<file path="config.mk">
export PLATFORM = sky130hd
export DESIGN_NAME = traffic_lamp_monitor
export DESIGN_NICKNAME = d
export VERILOG_FILES = /design/src/rtl/traffic_lamp_monitor.sv
export SDC_FILE = /design/constraint.sdc
export NUM_CORES = 1
export LEC_CHECK = 0
export BUFFER_PORTS_ARGS = -buffer_cell sky130_fd_sc_hd__buf_2
export CAP_MARGIN = 20
export CORE_MARGIN = 4
export CORE_UTILIZATION = 40
export CTS_CLUSTER_SIZE = 28
export DETAILED_ROUTE_END_ITERATION = 10
export PLACE_DENSITY = 0.68
export SLEW_MARGIN = 10
export SYNTH_ARGS = -nofsm -noshare
export SYNTH_HDL_FRONTEND = slang
export SYNTH_SLANG_ARGS = --single-unit
</file>
<file path="constraint.sdc">
create_clock -name clk_50 -period 2.84 [get_ports clk_50]
set_input_delay 0.142 -clock clk_50 [delete_from_list [all_inputs] [get_ports clk_50]]
set_output_delay 0.142 -clock clk_50 [all_outputs]
set_load 0.005 [all_outputs]
</file>
<file path="src/rtl/traffic_lamp_monitor.sv">
// Lamp-sequence monitor for a two-approach traffic controller: tracks each approach,
// latches the first violation with a code and requests all-red flashing.
module traffic_lamp_monitor #(
  parameter int unsigned MIN_YEL_CYC  = 150000000,
  parameter logic [3:0]  CONFLICT_CYC = 4'd2,
  parameter logic [3:0]  GLITCH_CYC   = 4'd3,
  parameter int unsigned CNT_W        = 32
) (
  input  logic        clk_50,
  input  logic        reset,
  input  logic        main_R,
  input  logic        main_G,
  input  logic        main_Y,
  input  logic        side_R,
  input  logic        side_G,
  input  logic        side_Y,
  input  logic        clear_fault,
  output logic        fault,
  output logic [2:0]  fault_code,
  output logic        flash_red,
  output logic [15:0] main_cycles
);

  typedef enum logic [1:0] {UNK = 2'd0, RED = 2'd1, GRN = 2'd2, YEL = 2'd3} lamp_st_t;

  localparam int unsigned NAPP = 2;

  logic [2:0]       lamps   [NAPP];
  logic             vld     [NAPP];
  lamp_st_t         dec     [NAPP];
  lamp_st_t         st_q    [NAPP];
  lamp_st_t         st_d    [NAPP];
  logic [CNT_W-1:0] yc_q    [NAPP];
  logic [CNT_W-1:0] yc_d    [NAPP];
  logic             timed_q [NAPP];
  logic             timed_d [NAPP];
  logic             illegal [NAPP];
  logic             short_y [NAPP];
  logic             main_done;
  logic [3:0]       conf_q, conf_d, lamp_q, lamp_d;
  logic             both_act, any_inv;
  logic             conf_hit, lamp_hit;
  logic [2:0]       viol_code;

  function automatic logic is_illegal(input lamp_st_t cur, input lamp_st_t nxt);
    return (cur == GRN && nxt == RED) || (cur == RED && nxt == YEL) ||
           (cur == YEL && nxt == GRN);
  endfunction

  // Per-approach one-hot decode: exactly one lamp lit is a valid state.
  always_comb begin
    lamps[0] = {main_R, main_G, main_Y};
    lamps[1] = {side_R, side_G, side_Y};
    for (int i = 0; i < NAPP; i++) begin
      vld[i] = 1'b1;
      dec[i] = UNK;
      case (lamps[i])
        3'b100:  dec[i] = RED;
        3'b010:  dec[i] = GRN;
        3'b001:  dec[i] = YEL;
        default: vld[i] = 1'b0;
      endcase
    end
  end

  // Tracker, yellow timer and counter state register.
  always_ff @(posedge clk_50 or posedge reset) begin
    if (reset) begin
      for (int i = 0; i < NAPP; i++) begin
        st_q[i]    <= UNK;
        yc_q[i]    <= '0;
        timed_q[i] <= 1'b0;
      end
      conf_q <= '0;
      lamp_q <= '0;
    end else begin
      st_q    <= st_d;
      yc_q    <= yc_d;
      timed_q <= timed_d;
      conf_q  <= conf_d;
      lamp_q  <= lamp_d;
    end
  end

  // Next-state: invalid samples hold; only GRN->YEL starts a timed yellow.
  always_comb begin
    main_done = 1'b0;
    for (int i = 0; i < NAPP; i++) begin
      st_d[i]    = st_q[i];
      yc_d[i]    = yc_q[i];
      timed_d[i] = timed_q[i];
      illegal[i] = 1'b0;
      short_y[i] = 1'b0;
      if (vld[i]) begin
        st_d[i] = dec[i];
        if (st_q[i] == UNK) begin
          yc_d[i]    = '0;
          timed_d[i] = 1'b0;
        end else if (dec[i] != st_q[i]) begin
          illegal[i] = is_illegal(st_q[i], dec[i]);
          yc_d[i]    = '0;
          timed_d[i] = 1'b0;
          if (st_q[i] == GRN && dec[i] == YEL) begin
            yc_d[i]    = CNT_W'(1);
            timed_d[i] = 1'b1;
          end else if (st_q[i] == YEL && dec[i] == RED && timed_q[i]) begin
            if (yc_q[i] < CNT_W'(MIN_YEL_CYC)) short_y[i] = 1'b1;
            else if (i == 0)                    main_done  = 1'b1;
          end
        end else if (st_q[i] == YEL && timed_q[i] && yc_q[i] != '1) begin
          yc_d[i] = yc_q[i] + CNT_W'(1);
        end
      end
    end

    both_act = (dec[0] == GRN || dec[0] == YEL) && (dec[1] == GRN || dec[1] == YEL);
    any_inv  = !vld[0] || !vld[1];
    conf_d   = both_act ? ((conf_q == 4'hF) ? conf_q : conf_q + 4'd1) : 4'd0;
    lamp_d   = any_inv  ? ((lamp_q == 4'hF) ? lamp_q : lamp_q + 4'd1) : 4'd0;

    if (clear_fault) begin
      for (int i = 0; i < NAPP; i++) begin
        st_d[i]    = UNK;
        yc_d[i]    = '0;
        timed_d[i] = 1'b0;
      end
      conf_d = '0;
      lamp_d = '0;
    end
  end

  // Violation detection with fixed priority 1 > 2 > 3 > 4 > 5 > 6.
  always_comb begin
    conf_hit  = both_act && (conf_d >= CONFLICT_CYC);
    lamp_hit  = any_inv && (lamp_d >= GLITCH_CYC);
    viol_code = 3'd0;
    if      (conf_hit)   viol_code = 3'd1;
    else if (illegal[0]) viol_code = 3'd2;
    else if (illegal[1]) viol_code = 3'd3;
    else if (short_y[0]) viol_code = 3'd4;
    else if (short_y[1]) viol_code = 3'd5;
    else if (lamp_hit)   viol_code = 3'd6;
  end

  // First fault wins until cleared; flash_red trails fault by one cycle.
  always_ff @(posedge clk_50 or posedge reset) begin
    if (reset) begin
      fault       <= 1'b0;
      fault_code  <= 3'd0;
      flash_red   <= 1'b0;
      main_cycles <= 16'd0;
    end else begin
      flash_red <= fault;
      if (clear_fault) begin
        fault      <= 1'b0;
        fault_code <= 3'd0;
      end else if (!fault && viol_code != 3'd0) begin
        fault      <= 1'b1;
        fault_code <= viol_code;
      end
      if (!clear_fault && !fault && main_done && main_cycles != 16'hFFFF)
        main_cycles <= main_cycles + 16'd1;
    end
  end

endmodule

</file>
## Word-level counts from Yosys, hierarchy flattened

Index checks and enable logic that the tools add are counted.

| cells by class | value |
|---|---|
| muxes and demuxes | 67 |
| order comparisons | 4 |
| reductions and logical operators | 50 |
| add/subtract/negate cells | 5 |
| equality and inequality tests | 25 |

Operators with widths:

| operator | number |
|---|---|
| $mux 32 | 8 |
| $add 32x1->32 const B | 2 |
| $lt 32x28->1 const B | 2 |
| $mux 64 | 1 |
| $ne 32x32->1 const B | 2 |
| $mux 1 | 38 |
| $mux 4 | 7 |
| $mux 3 | 8 |
| $logic_and 1x1->1 | 23 |
| $add 16x1->16 const B | 1 |
| $eq 2x2->1 const B | 8 |
| $ne 16x16->1 const B | 1 |
| $pmux 2 s3 | 2 |
| $reduce_bool 3->1 | 3 |
| $add 4x1->4 const B | 2 |
| $eq 2x1->1 const B | 4 |
| $eq 4x4->1 const B | 2 |
| $ge 4x2->1 const B | 2 |
| $reduce_and 2->1 | 4 |
| $reduce_bool 4->1 | 2 |
| $logic_or 1x1->1 | 7 |
| $eq 3x1->1 const B | 2 |
| $eq 3x2->1 const B | 2 |
| $eq 3x3->1 const B | 2 |
| other kinds (6) | 16 |

| word-level totals | value |
|---|---|
| bits in registers | 99 |
| logic and storage cells | 163 |
| input bits | 9 |
| output and inout port bits | 21 |

## Logic depth before layout (Yosys ltp)

Gate-level depths: netlist (run 1).

| depth | value |
|---|---|
| word-level depth | 19 |
| mapped depth | 9 |
| depth with buffers taken out | 7 |

## Worst setup path before layout (run 1)

No wires, ideal clock.

| timing | value |
|---|---|
| kind | flip-flop to flip-flop |
| from | register yc_q[13] (netlist bit) |
| to | register yc_q[5] (netlist bit) |
| library setup time | 0.132 ns |
| path buffers | 2 |
| setup slack | 0.612 ns |
| required time | 2.708 ns |
| arrival time | 2.096 ns |
| clock period less this slack | 2.228 ns |
| cell stages (with the launch flop) | 9 |
| path through | dfrtp_1 nand4_1 or4_1 or4b_1 clkbuf_1 buf_2 nand4_1 xor2_1 nor2_1 |

| on the way | value |
|---|---|
| longest elaborated chain between the ends | 4 |

Ends and longest elaborated chain:

| element | RTL line | text |
|---|---|---|
| start, declared | 33 | `logic [CNT_W-1:0] yc_q [NAPP];` |
| start signal, assigned | 78 | `yc_q <= yc_d;` |
| $ne 32x32->1 | 110 | `end else if (st_q[i] == YEL && timed_q[i] && yc_q[i] != '1) begin` |
| $logic_and 1x1->1 | 110 |  |
| $reduce_bool 4->1 (no source line) | - |  |
| $reduce_and 2->1 (no source line) | - |  |

Every way passes these cells.
A chain may end at the register's enable or synchronous reset.

## Worst setup path after layout (run 1)

| timing | value |
|---|---|
| from | register yc_q[10] (netlist bit) |
| to | register yc_q[9] (netlist bit) |

The elaborated chain is that of the path after synthesis.

==> results.md, run 1 <==
* Die width at 128.9 um
* FMAX at 0.3879 GHz
* GRT Total Usage at 16.67%
* Slew Limit Fails at 0
* Fill cells at 1321
* Synth warn at 0
* Sink Count at 99
* WP buf/inv at 1
* Int Pwr at 2.353 mW
* First-pass GRT wire length at 23.07 mm
* Via count at 4980
* Synth Flop Type: dfrtp_1
* Nature of the critical path endpoint: flop
* Worst min path class: in -> reg
* TritonCTS Buffers at 9
* Clk_skew at 0.007928 ns
* Full die area at 0.01662 mm2
* Biggest area consumer among synthesized cells: dfrtp_1
* CP most frequent cell: nand4_1
* Sw power at 0.7358 mW
* Max Cap Violations at 0
* GRT overflow at 0
* Synth Instances at 663
* Vias in the first global route at 4768
* Crit path time final at 2.578 ns
* Critical path arrival at 2.80 ns
* PwrDens at 472.7 mW/mm2
* Drt total wl at 13.18 mm
* Pleak at 2.708 nW
* Worst-path cell chain: nand4_1 -> or4_1 -> or4b_1 -> buf_4 -> nand4_1 -> xor2_1 -> nor2_1
* Core Rows at 43
* Routed vias/inst at 5.731
* I/O Pins at 30
* Top cells by area, synth: dfrtp_1, xnor2_1, nor2_1, nand3_1, xor2_1
* DR iter-0 viols at 402
* Core Area at 0.01410 mm2
* Antenna diodes at 0
* Syn-to-layout area delta at 11.72%
* Power share of the combinational group at 8.1%
* Syn Area/Cell at 8.821 um2
* Rel. slew slack at 58.21%
* CTS tree: yes
* Area share of the largest cell type after synthesis at 42.36%
* Share of cells above drive strength 1 at 9.724%
* Final Wtd Congestion at 0.9382
* DRC viols at 0
* Seq/Total Area, Yosys at 42.36%
* Count leader, synth: dfrtp_1
* VDD IR max at 261.8 uV
* Synth cell count leaders: dfrtp_1, nor2_1, nand3_1, xnor2_1, nand2_1
* I/O Buffers at 29
* Largest net degree at the start of global routing at 63
* Clk_lat worst skew at 0.35 ns
* Clock buffer depth at 2
* Setup_tns at 0 ns
* Flop pwr share at 48.1%
* Setup crit start kind: flop
* CP startpoint: yc_q[10]
* Post-route ant nets at 0
* Syn Nets at 677
* Worst Tran Pin Value at 0.6253 ns
* Status: finished, final reports clean
* Number of synthesized flops with an enable pin at 0
* Fin crit share at 90.76%
* Reg clk slew, reported paths at 0.07 ns
* Crit path largest cell delay at 0.66 ns
* Crit Path Class: reg -> reg
* Crit-path max FO at 16
* Pre-antenna DRT Iters at 5
* RSZ-0062 raised after global routing: no
* H-tree lvl count at 3
* Starting density of the core at 41.49%
* Hold Startpoint: side_R
* Clock power frac at 43.8%
* Height of the die at 128.9 um
* CTS root buffer: clkbuf_16
* Postcts setup bufs at 0
* DP HPWL at 9.087 mm
* Req. time, crit path at 3.06 ns
* Final Setup Violations at 0
* Fin. Hold Viols at 0
* Crit-path slowest cell: or4b_1
* Final nets at 698
* Layout Utilization at 46.35%
* Cell family with most CP delay: simple AND/OR/NAND/NOR gates
* Flops & latches, synth at 99
* Mapped Area at 0.005848 mm2
* Cts repair resizes at 0
* Initial antenna violation count at 0
* Sw frac at 23.82%
* Synth async-reset ratio at 100.0%
* Wirelength per Cell at 15.17 um
* Reg2reg start: yc_q[10]
* Netlist cell types at 67
## power groups by stage
stage               sequential [mW]  combinational [mW]  clock (mW)
detailed placement             1.51               0.254           0
CTS                            1.48               0.255        1.39
finish                         1.49               0.251        1.35
global route                   1.49               0.288        1.44
floorplan                      1.50               0.182           0
global placement               1.51               0.245           0
## timing repair
action,4_1_cts,5_1_grt
hold buffers,1,0
setup endpoints to repair,0,0
endpoints found under the hold margin,37,0
## flip-flops by register name, summed over array words and instances, names as in the netlist
signal       flops
conf_q           4
fault            1
fault_code       3
flash_red        1
lamp_q           4
main_cycles     16
st_q             4
timed_q          2
yc_q            64
## per-layer routing
metal	global-route usage, %	vias to the layer above	part of all wire, %	wire (um)
met4	6.733	0	1.8	231
met3	2.117	16	4.8	629
met2	24.21	134	44	5749
li1	-	2439	-	-
met1	25.05	2391	50	6573
met5	0	-	0	0
## placed cells by master, fill, tap and decap left out, types with 10 or more instances in the layout
| master | n |
|---|---|
| nor4_1 | 16 |
| inv_1 | 22 |
| buf_2 | 29 |
| nor3_1 | 28 |
| and2_1 | 10 |
| a211oi_1 | 10 |
| nor2_1 | 84 |
| xnor2_1 | 47 |
| nand2_1 | 41 |
| nand4_1 | 29 |
| nor3b_1 | 10 |
| and3_1 | 26 |
| o21ai_0 | 14 |
| xor2_1 | 24 |
| nand3_1 | 47 |
| a21oi_1 | 21 |
| buf_4 | 12 |
| dfrtp_1 | 99 |
## kinds of logic (layout without fill, tap and decap cells)
kind of cell    Yosys count  count (layout)  share of synthesized area [%]
xor+xnor                 71              71                          10.63
compound gates           95              95                          11.32
flops                    99              99                          42.36
buf+inv                  56              82                          3.808
fa+ha+maj                 5               5                          1.070
simple gates            331             331                          29.74
mux                       6               6                          1.070
## through the flow
stage | area [um2] | hold WS [ns] | power [mW] | cells | setup slack, ns
finish | 6534 | 0.1436 | 3.089 | 869 | 0.2623
global route | 6534 | 0.1841 | 3.221 | 869 | 0.1067
CTS | 6534 | 0.1371 | 3.128 | 869 | 0.2716
detailed placement | 6195 | 0.2141 | 1.766 | 852 | 0.2821
global placement | 6195 | 0.2088 | 1.755 | 852 | 0.3504
floorplan | 5848 | 0.3941 | 1.678 | 663 | 0.1076
## path summary, 6_finish.rpt
check / endpoint / depth (start not counted) / slack, ns
min: st_q[1] / 2 / 0.14
max in group asynchronous: conf_q[0] / 4 / 1.75
min in group asynchronous: yc_q[17] / 3 / 0.38
max: yc_q[9] / 7 / 0.26
min reg2reg: timed_q[0] / 1 / 0.49
max reg2reg: yc_q[9] / 7 / 0.26
## area by class of cell
cell class	instances	area (um2)	area share, %
multi-input cells	508	3148	48.18
flip-flops and latches	99	2477	37.92
repair buffers	43	265.3	4.060
clock buffers	12	256.5	3.926
well taps	180	225.2	3.447
inverters	23	88.84	1.360
clock inverters	4	72.57	1.111
Note: power is estimated with default switching activity, not from simulation.
==> inputs of run 2 (changes only) <==
Settings changed: CORE_ASPECT_RATIO from default to 2.
==> run 2 against run 1 <==
  * Fmax is 1.2% lower
  * Combinational power is essentially flat
  * Largest cell class unchanged
  * Sequential power hardly changed
  * Worst setup slack got worse by 0.030 ns
  * First-iteration DRC count fell by 38%
  * Critical path depth did not move
  * Non-clock buffer count unchanged
  * Routed wire length increased by 9.3%
  * Core utilization is 0.98 points lower
  * Cell area is 0.34% lower
  * Worst hold slack improved by 0.024 ns
  * Flip-flop and latch count did not move
  * Largest power group unchanged
==> results.md, run 2 (synthesized netlist as in run 1, its figures left out) <==
* Req. time, crit path at 3.04 ns (-0.02 ns)
* Final Wtd Congestion at 0.8702 (-7.2%)
* Clk_lat worst skew at 0.34 ns (about the same)
* I/O Pins at 30 (unchanged)
* TritonCTS Buffers at 9 (unchanged)
* Cell family with most CP delay: simple AND/OR/NAND/NOR gates
* Routed vias/inst at 5.765 (+0.60%)
* Worst Hold End: st_q[1]
* Biggest regs: yc_q (64), main_cycles (16)
* GRT overflow at 0 (unchanged)
* Largest net degree at the start of global routing at 58 (-7.9%)
* Most common cell after layout, fill and taps aside: dfrtp_1
* Layout Utilization at 45.37% (-0.98 points)
* Top reg by flops: yc_q
* RR Endpoint: yc_q[3]
* DRC viols at 0 (unchanged)
* Crit path time final at 2.608 ns (+0.03012 ns)
* Initial antenna violation count at 0 (unchanged)
* CTS root buffer: clkbuf_16
* FMAX at 0.3835 GHz (-1.2%)
* Setup_tns at 0 ns (unchanged)
* Clk_skew at 0.008495 ns (+0.0005671 ns)
* Flop2flop setup slack at 0.23 ns (-0.03 ns)
* Core Area at 0.01435 mm2 (+1.8%)
* Crit Path Class: reg -> reg
* Rel. slew slack at 52.50% (-5.7 points)
* PwrDens at 453.4 mW/mm2 (-4.1%)
* Pleak at 2.692 nW (-0.61%)
* Final nets at 698 (unchanged)
* Total Power at 2.952 mW (-4.4%)
* Worst min path class: in -> reg
* Core Rows at 62 (+44%)
* Crit-path slowest cell: or4b_1
* Worst-path cell chain: nand4_1 -> or4_1 -> or4b_1 -> buf_4 -> nand3_1 -> xor2_1 -> nor2_1
* Critical path arrival at 2.81 ns (about the same)
* DR iter-0 viols at 249 (-38%)
* Drt total wl at 14.41 mm (+9.3%)
* Worst Tran Pin Value at 0.7098 ns (+0.08451 ns)
* Nature of the critical path endpoint: flop
* DP HPWL at 10.53 mm (+16%)
* Number of flip-flops in the largest register at 64 (unchanged)
* Slew Limit Fails at 0 (unchanged)
* Final Setup Violations at 0 (unchanged)
* WP buf/inv at 1 (unchanged)
* Height of the die at 179 um (+39%)
* Fin crit share at 91.82% (+1.1 points)
* Placed inst area at 0.006205 mm2 (+0.16%)
* Pre-antenna DRT Iters at 4 (-1)
* Vias in the first global route at 5208 (+9.2%)
* Status: finished, final reports clean
* Antenna diodes at 0 (unchanged)
* I/O Buffers at 29 (unchanged)
* H-tree lvl count at 3 (unchanged)
* Setup crit start kind: flop
* Reg2reg start: yc_q[13]
* Postcts setup bufs at 0 (unchanged)
* Final Cell Area at 0.006511 mm2 (-0.34%)
* Share of cells above drive strength 1 at 10.01% (+0.29 points)
* Syn-to-layout area delta at 11.34%
* Crit-path max FO at 16 (unchanged)
* Post-route ant nets at 0 (unchanged)
* Crit path largest cell delay at 0.67 ns (about the same)
* Reg clk slew, reported paths at 0.08 ns (about the same)
* VDD IR max at 332.5 uV (+27%)
* Wirelength per Cell at 16.36 um (+7.8%)
* Worst R2R Path Depth at 7 (unchanged)
* Die width at 93.50 um (-27%)
* Starting density of the core at 40.75% (-0.74 points)
* Max Cap Violations at 0 (unchanged)
* Fin. Hold Viols at 0 (unchanged)
* Setup ws final at 0.2322 ns (-0.03012 ns)
* Pre-CTS worst setup slack at 0.2593 ns (-0.02275 ns)
* First-pass GRT wire length at 24.78 mm (+7.4%)
* Full die area at 0.01674 mm2 (+0.71%)
* Hold Crit Depth at 2 (unchanged)
* Most frequent cells in the layout: dfrtp_1, nor2_1, nand3_1, xnor2_1, nand2_1
* GRT Total Usage at 18.11% (+1.4 points)
* Via count at 5079 (+2.0%)
* Clock buffer depth at 2 (unchanged)
* Hold Startpoint: side_R
* Sink Count at 99 (unchanged)
* CTS tree: yes
* RSZ-0062 raised after global routing: no
[run 2: cell types whose count changed in the layout (fill, tap and decap cells not counted), sizes merged]
cell and change:
bufinv -2, clkbuf -3, clkinv +1, clkinvlp -1
inv +5
[run 2: final cells by class]
class                           instances  area [um2]
Tap cell                              192       240.2
Clock inverter                          7       66.31
Clock buffer                            9       225.2
Sequential cell                        99        2477
Timing Repair Buffer                   43       262.8
Fill cell                            1367        7840
Multi-Input combinational cell        508        3151
Inverter                               23       88.84
[run 2: where the power goes]
part           internal [mW]  leakage (nW)  switching, mW
Combinational         0.0922          1.17          0.160
Sequential              1.44          1.37         0.0472
Clock                  0.620         0.145          0.593
[run 2: worst reg2reg max path, cell delays in order (launching register included)]
cell and delay (ns):
dfrtp_1 0.42, nand4_1 0.19, or4_1 0.55, or4b_1 0.67
buf_4 0.28, nand3_1 0.15, xor2_1 0.17, nor2_1 0.05
[run 2: layer usage]
metal  global-route usage (%)  vias to the layer above  part of all wire [%]
met2                    34.48                      114                    57
met3                    2.814                       27                   3.2
met1                    19.15                     2502                    38
met4                    7.951                        0                   2.3
met5                        0                        -                     0
li1                         -                     2436                     -
[run 2: how the worst max path moves through the flow]
stage	slack, ns	start	cells past startpoint	endpoint
after floorplan	0.11	reset	1	conf_q[0]
after global placement	0.29	yc_q[13]	7	yc_q[3]
after detailed placement	0.26	yc_q[10]	7	yc_q[3]
after CTS	0.25	yc_q[13]	7	yc_q[5]
after global routing	0.04	yc_q[10]	7	yc_q[4]
final	0.23	yc_q[13]	7	yc_q[3]
[run 2: repair_timing]
action / in CTS / in global routing
hold buffers: 1 / 0
endpoints found under the setup margin: 0 / 0
resized for setup: 0 / 0
endpoints found under the hold margin: 42 / 0
[run 2: through the flow]
| stage | instances | hold WS, ns |
|---|---|---|
| after global routing | 881 | 0.1761 |
| after CTS | 880 | 0.1374 |
| after floorplan | 663 | 0.3941 |
| final | 881 | 0.1675 |
| after detailed placement | 863 | 0.2391 |
| after global placement | 863 | 0.2267 |
